==> config.mk <==
export PLATFORM = sky130hd
export DESIGN_NAME = result_reader
export DESIGN_NICKNAME = d
export VERILOG_FILES = /design/src/rtl/result_reader.sv
export SDC_FILE = /design/constraint.sdc
export NUM_CORES = 1
export LEC_CHECK = 0
export ABC_CLOCK_PERIOD_IN_PS = 6920
export CAP_MARGIN = 5
export CORE_MARGIN = 5
export CORE_UTILIZATION = 46
export DETAILED_ROUTE_END_ITERATION = 10
export PLACE_DENSITY_LB_ADDON = 0.2
export SLEW_MARGIN = 20
export SYNTH_ARGS = -nofsm -noshare
export SYNTH_HDL_FRONTEND = slang
export SYNTH_SLANG_ARGS = --single-unit
==> constraint.sdc <==
create_clock -name clk -period 6.92 [get_ports clk]
set_clock_uncertainty 0.1 [all_clocks]
set_input_delay 0.692 -clock clk [delete_from_list [all_inputs] [get_ports clk]]
set_output_delay 0.692 -clock clk [all_outputs]
set_load 0.02 [all_outputs]
==> src/rtl/result_reader.sv <==
// Reads the seven Fibonacci results and the running sum, checks them against the expected constants.
// Latency: done in cycle 8*(READ_LAT+1)+1 after start; no backpressure, start is dropped unless idle.
module result_reader #(
    parameter int READ_LAT = 1
) (
    input  logic       clk,
    input  logic       reset,
    input  logic       start,
    output logic       rd,
    output logic [7:0] addr,
    input  logic [7:0] rdata,
    output logic       busy,
    output logic       done,
    output logic [6:0] F_ok,
    output logic       sum_ok,
    output logic       pass,
    output logic [7:0] err_addr
);

    typedef enum logic [1:0] {IDLE, ISSUE, WAIT, DONE} state_t;

    localparam logic [1:0] WAIT_LAST = 2'(READ_LAT - 1);

    function automatic logic [7:0] seq_addr(input logic [2:0] i);
        if (i == 3'd7) return 8'hF3;
        return 8'hF8 + {5'd0, i};
    endfunction

    function automatic logic [7:0] exp_val(input logic [2:0] i);
        case (i)
            3'd0:    return 8'h01;
            3'd1:    return 8'h01;
            3'd2:    return 8'h02;
            3'd3:    return 8'h03;
            3'd4:    return 8'h05;
            3'd5:    return 8'h08;
            3'd6:    return 8'h0D;
            default: return 8'h21;
        endcase
    endfunction

    state_t     state, state_nxt;
    logic [2:0] idx;
    logic [1:0] wcnt;
    logic       accept;
    logic       sample;
    logic       last_idx;
    logic       match;
    logic [6:0] f_ok_nxt;
    logic       sum_ok_nxt;
    logic [7:0] err_nxt;

    assign last_idx = (idx == 3'd7);

    always_ff @(posedge clk) begin
        if (reset) state <= IDLE;
        else       state <= state_nxt;
    end

    always_comb begin
        state_nxt = state;
        rd        = 1'b0;
        addr      = 8'h00;
        busy      = (state != IDLE);
        done      = 1'b0;
        accept    = 1'b0;
        sample    = 1'b0;
        case (state)
            IDLE: begin
                if (start) begin
                    accept    = 1'b1;
                    state_nxt = ISSUE;
                end
            end
            ISSUE: begin
                rd        = 1'b1;
                addr      = seq_addr(idx);
                state_nxt = WAIT;
            end
            WAIT: begin
                if (wcnt == WAIT_LAST) begin
                    sample    = 1'b1;
                    state_nxt = last_idx ? DONE : ISSUE;
                end
            end
            DONE: begin
                done      = 1'b1;
                state_nxt = IDLE;
            end
            default: state_nxt = IDLE;
        endcase
    end

    // Only the first failing location in sequence order is recorded.
    always_comb begin
        match      = (rdata == exp_val(idx));
        f_ok_nxt   = F_ok;
        sum_ok_nxt = sum_ok;
        err_nxt    = err_addr;
        if (match) begin
            if (last_idx) sum_ok_nxt = 1'b1;
            else          f_ok_nxt   = F_ok | (7'd1 << idx);
        end else if (err_addr == 8'h00) begin
            err_nxt = seq_addr(idx);
        end
    end

    always_ff @(posedge clk) begin
        if (reset) begin
            idx      <= 3'd0;
            wcnt     <= 2'd0;
            F_ok     <= 7'd0;
            sum_ok   <= 1'b0;
            pass     <= 1'b0;
            err_addr <= 8'h00;
        end else begin
            if (accept) begin
                idx      <= 3'd0;
                F_ok     <= 7'd0;
                sum_ok   <= 1'b0;
                pass     <= 1'b0;
                err_addr <= 8'h00;
            end
            if (state == ISSUE) wcnt <= 2'd0;
            else if (state == WAIT) wcnt <= wcnt + 2'd1;
            if (sample) begin
                F_ok     <= f_ok_nxt;
                sum_ok   <= sum_ok_nxt;
                err_addr <= err_nxt;
                if (last_idx) pass <= (&f_ok_nxt) & sum_ok_nxt;
                else          idx  <= idx + 3'd1;
            end
        end
    end

endmodule

==> impl_metrics.env, run 1 <==
export IMPL_p_sw_mw=0.06872
export IMPL_maxSlewHeadroom=0.4949
export IMPL_htreeDepth=1
export IMPL_yosysUniqueCellTypes=37
export IMPL_rows=18
export IMPL_syn_inst=148
export IMPL_die_area_um2=3791
export IMPL_track_usage=0.1603
export IMPL_ioPinCount=39
export IMPL_fin_crit_sh=0.4290
export IMPL_cts_root_buf="clkbuf_4"
export IMPL_hold_class="flip-flop to flip-flop"
export IMPL_grt_pass1_vias=1027
export IMPL_firstDrtPassIters=4
export IMPL_cts_setup_buffers=0
export IMPL_critical_path_class="flip-flop to primary output"
export IMPL_cp_data_required_time_ps=6130
export IMPL_ys_seq_area_frac=0.3436
export IMPL_pwr_share_seq=0.535
export IMPL_cts_sinks=21
export IMPL_final_cell_mix="clkdlybuf4s50_1 (38), dfxtp_1 (21), nor2_1 (19)"
export IMPL_cp_max_fo=8
export IMPL_synth_warning_count=0
export IMPL_maxCapViolations=0
export IMPL_crit_path_start="idx[0]"
export IMPL_setup_slack_ps=3952
export IMPL_tns_ps=0
export IMPL_diodes=0
export IMPL_r2r_start="idx[2]"
export IMPL_synth_edf_count=0
export IMPL_min_from="F_ok[5]"
export IMPL_power_density_nw_per_um2=145.3
export IMPL_setup_viol=0
export IMPL_synth_fp_nets=167
export IMPL_clkTransAtPathRegs_ps=120
export IMPL_ir_drop_mv=0.1176
export IMPL_routed_wl_um=2813
export IMPL_report_final_slew_viol_count=0
export IMPL_drtIter0Drc=36
export IMPL_wire_per_inst_um=13.33
export IMPL_ys_async_sr_fraction=0
export IMPL_tightest_slew_ps=747.1
export IMPL_final_fill_count=231
export IMPL_num_vias=1143
export IMPL_die_x_um=61.58
export IMPL_rrSetupSlack_ps=4180
export IMPL_cts_buffer_depth=2
export IMPL_clk_latency_ps=310
export IMPL_synthFlopType="dfxtp_1"
export IMPL_max_freq_mhz=336.9
export IMPL_avgSynthCellArea_um2=8.268
export IMPL_swShare=0.2933
export IMPL_cts_tree="done"
export IMPL_hold_viol=0
export IMPL_synth_seq_cells=21
export IMPL_initial_utilization=0.4895
export IMPL_cp_start_kind="flip-flop"
export IMPL_internal_power_mw=0.1656
export IMPL_place_ws_ps=4038
export IMPL_numPortBuffers=38
export IMPL_antenna_found_initial=0
export IMPL_finalWeightedCongestion=0.7916
export IMPL_cts_made_buffers=3
export IMPL_status="complete, no violations"
export IMPL_min_period_ps=2968
export IMPL_hpwl_um=2280
export IMPL_crit_arrival_ps=2180
export IMPL_coreArea_um2=2500
export IMPL_grt_overflow_total=0
export IMPL_grt_pass1_wl_um=4533
export IMPL_cts_resized=0
export IMPL_die_h_um=61.58
export IMPL_post_route_drc_count=0
export IMPL_area_growth_pct=31.80
export IMPL_end_kind="primary output"
export IMPL_vias_per_cell=5.417
export IMPL_p_clk_frac=0.264
export IMPL_leakage_nw=0.5847
export IMPL_rsz0062_at_grt="false"
export IMPL_ctsHoldBuffers=0
export IMPL_final_nets=201
export IMPL_grt_max_degree=17
export IMPL_layout_commonest_cell="clkdlybuf4s50_1"
export IMPL_drive_gt1_frac=0.06077
export IMPL_synth_area_um2=1224
export IMPL_comb_power_share=0.201
export IMPL_final_antenna_net_count=0
[Yosys cell counts, drive strengths merged (2+ instances only)]
| cell | number | area, µm² |
|---|---|---|
| nor2 | 19 | 71.32 |
| ha | 8 | 100.1 |
| inv | 11 | 41.29 |
| nand3b | 2 | 15.01 |
| clkbuf | 2 | 7.510 |
| o21ai | 7 | 35.03 |
| nor4b | 2 | 17.52 |
| nor2b | 3 | 18.77 |
| nand2 | 17 | 63.81 |
| a22o | 5 | 43.79 |
| dfxtp | 21 | 420.4 |
| nand4 | 4 | 25.02 |
| o41ai | 2 | 32.53 |
| o211ai | 2 | 15.01 |
| and2 | 3 | 20.02 |
| buf | 7 | 52.55 |
| nand2b | 5 | 31.28 |
| a2111oi | 2 | 42.54 |
| a21oi | 5 | 25.02 |
| nor4 | 3 | 18.77 |
| nand3 | 5 | 25.02 |
[layout make-up]
type / instances / area (µm²) / share of cell area
clock inverter: 1 / 5.005 / 0.003103
sequential: 21 / 420.4 / 0.2607
multi-input combinational: 107 / 705.7 / 0.4375
clock buffer: 3 / 22.52 / 0.01396
tap: 30 / 37.54 / 0.02327
timing repair buffer: 38 / 380.4 / 0.2358
inverter: 11 / 41.29 / 0.02560
[kinds of logic (layout without fill, tap and decap cells)]
logic type / after synthesis / count (layout) / share of synthesized area
and+or+nand+nor: 69 / 69 / 0.2853
xor gates and xnor gates: 1 / 1 / 0.007159
AOI/OAI and AO/OA: 28 / 28 / 0.1912
adders and majority gates: 8 / 8 / 0.08180
buffers and inverters: 20 / 53 / 0.08282
DFF: 21 / 21 / 0.3436
muxes: 1 / 1 / 0.008180
[power by group through the flow]
stage,Clock (mW),Sequential [mW],Combinational (mW)
2_1_floorplan,0,0.128,0.0288
3_3_place_gp,0,0.128,0.0456
3_5_place_dp,0,0.128,0.0468
4_1_cts,0.0635,0.125,0.0469
5_1_grt,0.0677,0.126,0.0510
6_report,0.0619,0.125,0.0470
[sequential cells by signal, indices dropped and copies added, names as in the netlist]
| signal | cells |
|---|---|
| sum_ok | 1 |
| pass | 1 |
| err_addr | 5 |
| idx | 3 |
| F_ok | 7 |
| state | 2 |
| wcnt | 2 |
[routing by layer]
layer	routed length, µm	GRT usage	vias up
met5	0	0	-
met1	1266	0.2106	530
met2	1349	0.2616	28
li1	-	-	580
met3	146	0.01887	5
met4	50	0.07273	0
[worst paths after layout]
check | to | cells after the start
worst max-delay path | addr[1] | 5
worst min-delay path | F_ok[5] | 2
worst max register to register | err_addr[2] | 7
worst min register to register | F_ok[5] | 2
[critical path: stages (launching register included)]
cell and delay (ps):
dfxtp_1 470, ha_1 240, ha_1 300, nor2_1 120, nor2_1 120, clkdlybuf4s50_1 620
[stage by stage]
step,hold WS [ps],instance area (µm²),utilization,total power [mW],std cells
after detailed placement,362.7,1582,0.6326,0.1749,207
after CTS,379.7,1609,0.6436,0.2357,211
after floorplan,365.4,1224,-,0.1571,148
after global placement,350.3,1582,0.6326,0.1736,207
final,376.2,1613,0.6451,0.2343,211
after global routing,405.2,1613,0.6451,0.2447,211
Note: power is estimated with default switching activity, not from simulation.
==> run 2: changes to the inputs <==
Settings changed: ABC_CLOCK_PERIOD_IN_PS 6920 to 2800, CORE_UTILIZATION 46 to 45.
Clock period 6.92 ns to 2.8 ns, I/O delays scaled along.
==> run 2 against run 1 <==
  * Routed wire length rose by 2.5%
  * Final cell count rose by 1.9%
  * Clock power rose by 130%
  * Power rose by 140%
  * Sequential share of layout area fell by 0.32 points
  * Setup slack got worse by 3800 ps
==> impl_metrics.env, run 2 (same netlist as run 1, synthesis figures left out) <==
export IMPL_status="complete, no violations"
export IMPL_numPortBuffers=38
export IMPL_tightest_slew_ps=566.7
export IMPL_die_h_um=62.15
export IMPL_critical_path_class="flip-flop to flip-flop"
export IMPL_cts_tree="done"
export IMPL_cts_sinks=21
export IMPL_cts_buffer_depth=2
export IMPL_cp_data_required_time_ps=2900
export IMPL_wire_per_inst_um=13.41
export IMPL_drtIter0Drc=30
export IMPL_total_power_mw=0.5708
export IMPL_cp_max_fo=6
export IMPL_drive_gt1_frac=0.07065
export IMPL_fin_crit_sh=0.9577
export IMPL_maxSlewHeadroom=0.6210
export IMPL_track_usage=0.1499
export IMPL_post_route_drc_count=0
export IMPL_hpwl_um=2335
export IMPL_clk_latency_ps=300
export IMPL_diodes=0
export IMPL_ioPinCount=39
export IMPL_hold_viol=0
export IMPL_rsz0062_at_grt="false"
export IMPL_initial_utilization=0.4555
export IMPL_die_area_um2=3862
export IMPL_firstDrtPassIters=4
export IMPL_cts_resized=0
export IMPL_layout_commonest_cell="clkdlybuf4s50_1"
export IMPL_dpl_cell_count=211
export IMPL_cts_made_buffers=3
export IMPL_leakage_nw=0.6005
export IMPL_hold_class="flip-flop to flip-flop"
export IMPL_grt_pass1_vias=1091
export IMPL_coreArea_um2=2686
export IMPL_setup_slack_ps=118.3
export IMPL_final_area_um2=1633
export IMPL_largestRegisters="F_ok: 7 flops, err_addr: 5 flops, idx: 3 flops"
export IMPL_max_freq_mhz=372.9
export IMPL_largest_reg_flops=7
export IMPL_grt_max_degree=17
export IMPL_end_kind="flip-flop"
export IMPL_die_x_um=62.15
export IMPL_setup_viol=0
export IMPL_finalWeightedCongestion=0.7764
export IMPL_cts_setup_buffers=0
export IMPL_clkTransAtPathRegs_ps=110
export IMPL_htreeDepth=1
export IMPL_crit_arrival_ps=2780
export IMPL_report_final_slew_viol_count=0
export IMPL_ir_drop_mv=0.3437
export IMPL_cp_start_kind="flip-flop"
export IMPL_place_ws_ps=150.5
export IMPL_grt_overflow_total=0
export IMPL_tns_ps=0
export IMPL_grt_pass1_wl_um=4974
export IMPL_final_cell_mix="clkdlybuf4s50_1 (38), dfxtp_1 (21), nor2_1 (19)"
export IMPL_place_area_um2=1605
export IMPL_num_vias=1153
export IMPL_maxCapViolations=0
export IMPL_min_period_ps=2682
export IMPL_power_density_nw_per_um2=349.6
export IMPL_regMostFlops="F_ok"
export IMPL_vias_per_cell=5.363
export IMPL_final_cells=215
export IMPL_cts_root_buf="clkbuf_4"
export IMPL_area_growth_pct=33.44
export IMPL_antenna_found_initial=0
export IMPL_ctsHoldBuffers=0
export IMPL_routed_wl_um=2884
export IMPL_final_nets=204
export IMPL_rows=19
export IMPL_final_antenna_net_count=0
==> run 2: cell types whose count changed in the layout (fill, tap and decap cells not counted) <==
cell,delta
a21oi_2,-1
a21oi_1,+1
buf_4,+3
==> run 2: area by class of cell <==
cell class / count / area (µm²)
fill: 258 / 1054
multi-input combinational: 107 / 701.9
sequential: 21 / 420.4
timing repair buffer: 41 / 402.9
inverter: 11 / 41.29
tap: 31 / 38.79
clock buffer: 3 / 22.52
clock inverter: 1 / 5.005
==> run 2: path summary, 6_finish.rpt <==
| kind | startpoint | endpoint | slack (ps) | cells past startpoint |
|---|---|---|---|---|
| setup / recovery | idx[0] | err_addr[1] | 120 | 7 |
| hold / removal | F_ok[4] | F_ok[4] | 370 | 2 |
| setup reg to reg | idx[0] | err_addr[1] | 120 | 7 |
| hold reg to reg | F_ok[4] | F_ok[4] | 370 | 2 |
==> run 2: metrics by stage <==
step                      utilization  hold WS, ps
final                          0.6078        372.8
after global routing           0.6078        403.3
after CTS                      0.6078        376.0
after detailed placement       0.5976        359.3
after global placement         0.5976        354.1
after floorplan                     -        365.4
==> run 2: layer usage <==
metal	track usage	vias to the layer above	wire, µm
met5	0	-	0
met4	0.02439	0	14
met3	0.04144	2	103
met2	0.2565	18	1448
met1	0.1883	547	1317
li1	-	586	-
==> run 2: power by group <==
part	internal (mW)	switching, mW
clock	0.0532	0.0900
combinational	0.0531	0.0647
sequential	0.304	0.00569
total	0.410	0.160
==> run 2: critical path: stages, from the launching register on <==
cell,delay [ps]
dfxtp_1,390
ha_1,250
ha_1,270
or4_1,510
a211o_1,340
a2111oi_4,310
nand2_1,200
a22o_1,220
